### config.mk
export PLATFORM = sky130hd
export DESIGN_NAME = serial_add_ctrl
export DESIGN_NICKNAME = d
export VERILOG_FILES = /design/src/rtl/serial_add_ctrl.sv
export SDC_FILE = /design/constraint.sdc
export NUM_CORES = 1
export LEC_CHECK = 0
export CAP_MARGIN = 20
export CORE_ASPECT_RATIO = 1.25
export CORE_MARGIN = 4
export CORE_UTILIZATION = 44
export DETAILED_ROUTE_END_ITERATION = 16
export PLACE_DENSITY = 0.71
export REMOVE_ABC_BUFFERS = 1
export SYNTH_ARGS = -nofsm -noshare
export SYNTH_HDL_FRONTEND = slang
export SYNTH_HIERARCHICAL = 1
export SYNTH_SLANG_ARGS = --single-unit
### constraint.sdc
create_clock -name clk -period 1.8 [get_ports clk]
set_clock_uncertainty 0.05 [all_clocks]
set_input_delay 0.36 -clock clk [delete_from_list [all_inputs] [get_ports clk]]
set_output_delay 0.36 -clock clk [all_outputs]
set_load 0.05 [all_outputs]
### src/rtl/serial_add_ctrl.sv
// Bit-serial add/subtract controller: one fullAdder, LSB first, WIDTH cycles per
// operation, with valid/ready handshakes on both sides and an in-flight abort.

module fullAdder (
    input  logic A,
    input  logic B,
    input  logic Cin,
    output logic S,
    output logic Cout
);
    assign S    = A ^ B ^ Cin;
    assign Cout = (A & B) | (Cin & (A ^ B));
endmodule

module serial_add_ctrl #(
    parameter int unsigned WIDTH = 32
) (
    input  logic             clk,
    input  logic             rst_n,
    input  logic             in_valid,
    output logic             in_ready,
    input  logic             op_sub,
    input  logic [WIDTH-1:0] a,
    input  logic [WIDTH-1:0] b,
    input  logic             abort,
    output logic             out_valid,
    input  logic             out_ready,
    output logic [WIDTH-1:0] result,
    output logic             cout,
    output logic             ovf,
    output logic             zero,
    output logic             busy
);
    localparam int unsigned CW = $clog2(WIDTH);
    localparam logic [CW-1:0] LAST = CW'(WIDTH - 1);

    typedef enum logic [1:0] {
        IDLE = 2'b00,
        RUN  = 2'b01,
        DONE = 2'b10
    } state_t;

    state_t             state;
    logic [WIDTH-1:0]   sa;
    logic [WIDTH-1:0]   sb;
    logic [WIDTH-2:0]   acc;
    logic               carry;
    logic [CW-1:0]      cnt;
    logic               s;
    logic               co;
    logic [WIDTH-1:0]   shifted;

    fullAdder u_fa (
        .A   (sa[0]),
        .B   (sb[0]),
        .Cin (carry),
        .S   (s),
        .Cout(co)
    );

    // Partial sum is kept apart from result so an abort leaves the last result intact.
    assign shifted = {s, acc};

    always_ff @(posedge clk or negedge rst_n) begin
        if (!rst_n) begin
            state     <= IDLE;
            sa        <= '0;
            sb        <= '0;
            acc       <= '0;
            carry     <= 1'b0;
            cnt       <= '0;
            result    <= '0;
            cout      <= 1'b0;
            ovf       <= 1'b0;
            zero      <= 1'b0;
            out_valid <= 1'b0;
            busy      <= 1'b0;
            in_ready  <= 1'b1;
        end else begin
            case (state)
                IDLE: begin
                    if (in_valid) begin
                        sa       <= a;
                        sb       <= op_sub ? ~b : b;
                        carry    <= op_sub;
                        cnt      <= '0;
                        state    <= RUN;
                        in_ready <= 1'b0;
                        busy     <= 1'b1;
                    end
                end
                RUN: begin
                    if (abort) begin
                        state    <= IDLE;
                        cnt      <= '0;
                        busy     <= 1'b0;
                        in_ready <= 1'b1;
                    end else begin
                        sa    <= {1'b0, sa[WIDTH-1:1]};
                        sb    <= {1'b0, sb[WIDTH-1:1]};
                        acc   <= shifted[WIDTH-1:1];
                        carry <= co;
                        if (cnt == LAST) begin
                            cnt       <= '0;
                            state     <= DONE;
                            busy      <= 1'b0;
                            out_valid <= 1'b1;
                            result    <= shifted;
                            cout      <= co;
                            ovf       <= carry ^ co;
                            zero      <= ~|shifted;
                        end else begin
                            cnt <= cnt + 1'b1;
                        end
                    end
                end
                DONE: begin
                    if (out_ready) begin
                        state     <= IDLE;
                        out_valid <= 1'b0;
                        in_ready  <= 1'b1;
                    end
                end
                default: begin
                    state     <= IDLE;
                    cnt       <= '0;
                    out_valid <= 1'b0;
                    busy      <= 1'b0;
                    in_ready  <= 1'b1;
                end
            endcase
        end
    end
endmodule
==> metrics.md <==
| Metric | Value |
|---|---|
| Status | `finished with violations` |
| Violated checks | `setup timing` |
| GRT Total Usage | `0.162` |
| Tmin final | `1940 ps` |
| Yosys cell types | `34` |
| DR DRC count | `0` |
| RSZ-0062 raised after global routing | `true` |
| Mapped cell area | `6560 um2` |
| First-pass GRT wire length | `21300 um` |
| Crit path kind | `register to register` |
| Tcrit/Tclk final | `1.08` |
| First-pass DRT Iterations | `4` |
| Sequential share of power | `0.450` |
| Clk sink count | `141` |
| Critical path fanouts, max | `18` |
| Area contributors post-synth | `dfrtp_1 (53%), mux2_2 (19%), mux2i_1 (7.2%)` |
| Avg Inst Size Synth | `14.2 um2` |
| Die area | `16900 um2` |
| Crit end category | `register` |
| PnR worst setup slack | `-142 ps` |
| Net Sw Power | `2.67 mW` |
| Clock slew at reported path FFs | `50 ps` |
| Busiest grt layer | `met2` |
| Number of hold violations in the final report | `0` |
| Max clock buf depth | `2` |
| Startpoint types | `register` |
| H-Tree Depth | `4` |
| Vias | `4078` |
| CTS Buf Count | `17` |
| Max-capacitance violation count | `0` |
| Routed len/inst | `16.2 um` |
| PortBufs | `107` |
| R2R Setup Slk | `-140 ps` |
| Slew Viols, Final | `0` |
| First-iteration detailed-routing DRC count | `236` |
| Slew @ Worst Pin | `490 ps` |
| Area share of the largest cell type after synthesis | `0.534` |
| Area grow syn2layout | `34.2%` |
| RR Startpoint | `cnt[0]` |
| Cell Int Power | `7.49 mW` |
| N_diodes | `0` |
| Vias in the first global route | `4361` |
| CTS tree | `built` |
| Initial core utilization | `0.452` |
| Largest net degree at the start of global routing | `51` |
| Async S/R FF share, synth | `1.00` |
| Met2 Track Usage GR | `0.257` |
| Post-synthesis sequential area ratio | `0.538` |
| Final HPWL DP | `8960 um` |
| Highest clock rate | `515 MHz` |
| Gate power share | `0.229` |
| Pwr dens | `1150 nW/um2` |
| HP Class | `input port to asynchronous set/reset pin` |
| Die height | `145 um` |
| Yosys reg bits | `141` |
| CTS Root Cell | `clkbuf_16` |
| Tot Pwr | `10.2 mW` |
| Met3 Use GR | `0.0540` |
| EDFF count, synth | `0` |
| CP required | `2050 ps` |
| Synth Instances | `463` |
| Routed vias/inst | `5.10` |
| Yosys warns | `6` |
| Antenna violations before repair | `0` |
| Worst R2R End | `result[2]` |
| Die X | `117 um` |
| Routed wire length | `12900 um` |
| Yosys top cell by area | `dfrtp_1` |
| Share of cells above drive strength 1 | `0.386` |
| Main synth FF type | `dfrtp_1` |
| I/O pin count | `108` |
| Worst Reg2Reg Path Length in Cells | `6` |
| CP arrival | `2190 ps` |
| Clock latency on the worst-skew pair | `410 ps` |
| Total global routing overflow | `0` |
| GPL Wtd Cong | `0.742` |
| Post-layout util | `0.606` |
| Max VDD drop | `0.598 mV` |
| Setup violators final | `37` |
| Clk pwr share | `0.322` |
| Switch share | `0.263` |
| Core Footprint | `14500 um2` |
| Slew margin rel. | `0.673` |
| Layout Nets | `682` |
| Num rows | `49` |
| Pleak | `4.15 nW` |
| Met1 track demand over resource | `0.202` |
| Antenna-violating nets left | `0` |
==> cells in the mapped netlist, types with 2 or more instances <==
| master | n |
|---|---|
| dfrtp_1 | 140 |
| a21o_1 | 2 |
| a2bb2oi_1 | 2 |
| inv_1 | 19 |
| nand2_1 | 3 |
| xnor2_1 | 17 |
| mux2_2 | 109 |
| nor2b_1 | 4 |
| nor4_1 | 8 |
| xor2_1 | 17 |
| o21ai_0 | 3 |
| a21oi_1 | 3 |
| mux2i_1 | 47 |
| buf_6 | 4 |
| nor2_1 | 3 |
| mux2_1 | 37 |
| buf_2 | 12 |
| nand2b_1 | 3 |
| a22o_1 | 3 |
| buf_4 | 11 |
| and4_1 | 2 |
| ha_1 | 2 |
==> metal layers <==
layer / up-vias / wire length [um] / share of wire
met5: - / 0 / 0
met4: 0 / 210 / 0.016
met3: 17 / 668 / 0.052
met2: 99 / 6320 / 0.49
met1: 2034 / 5730 / 0.44
li1: 1928 / - / -
==> power by group through the flow <==
stage               sequential [mW]  combinational (mW)  clock, mW
CTS                            4.57                2.35       3.35
global placement               4.57                2.22          0
detailed placement             4.61                2.33          0
global route                   4.70                2.57       3.50
finish                         4.57                2.32       3.27
floorplan                      4.47                1.66          0
==> flip-flops by register name, summed over array words and instances (netlist names), 2 cells and up <==
signal  count
result     32
sa         32
sb         32
acc        31
cnt         5
state       2
==> placed cells by master (no fill, tap or decap), drive strengths merged, types with 4 or more instances in the layout <==
cell and n:
mux2 146, dfrtp 140, buf 84, clkdlybuf4s50 67
mux2i 47, clkbuf 26, inv 19, xnor2 17
xor2 17, nor4 8, clkinv 5, nor2b 4
==> worst max-delay path by stage <==
stage            endpoint      from  cells after the start  slack, ps
6_report        result[2]    cnt[0]                      6       -140
5_1_grt         result[6]    cnt[0]                      6       -180
4_1_cts        result[30]    cnt[0]                      6       -120
3_5_place_dp       sb[26]     abort                      5       -290
3_3_place_gp       sb[30]     abort                      5       -250
2_1_floorplan       carry  state[0]                      3      -3020
==> per-stage QoR <==
stage | hold WS, ps | setup slack (ps) | instance area, um2 | cells | setup TNS [ps]
final | 425 | -142 | 8800 | 799 | -3980
after global routing | 462 | -179 | 8800 | 799 | -5280
after CTS | 417 | -119 | 8610 | 794 | -3310
after detailed placement | 291 | -287 | 8000 | 760 | -25760
after global placement | 284 | -249 | 8000 | 760 | -22080
after floorplan | 14.4 | -3020 | 6370 | 436 | -236240
==> repair_timing <==
| item | in CTS | in global routing |
|---|---|---|
| endpoints found under the hold margin | 45 | 0 |
| pin swaps | 2 | 3 |
| hold buffers | 1 | 0 |
| endpoints found under the setup margin | 37 | 38 |
| resized for setup | 3 | 30 |
| setup buffers | 1 | 3 |
| cloned | 1 | 2 |
==> cell type report <==
| cell class | instances | area (um2) |
|---|---|---|
| fill | 1179 | 5730 |
| clock buffer | 24 | 492 |
| sequential | 141 | 3530 |
| timing repair buffer | 154 | 1500 |
| multi-input combinational | 276 | 2930 |
| tap | 178 | 223 |
| clock inverter | 7 | 62.6 |
| inverter | 19 | 71.3 |
==> critical path, cell delays in order, from the launching register on <==
cell and delay (ps):
dfrtp_1 360, ha_2 190, and3_4 190, ha_4 130, and4bb_4 370, buf_16 190
mux2_2 340
==> cell families after synthesis <==
kind of cell    synth area share
compound gates            0.0198
xor+xnor                  0.0454
fa+ha+maj                0.00686
buf+inv                   0.0395
flops                      0.538
mux                        0.322
simple gates              0.0282
Note: power is estimated with default switching activity, not from simulation.
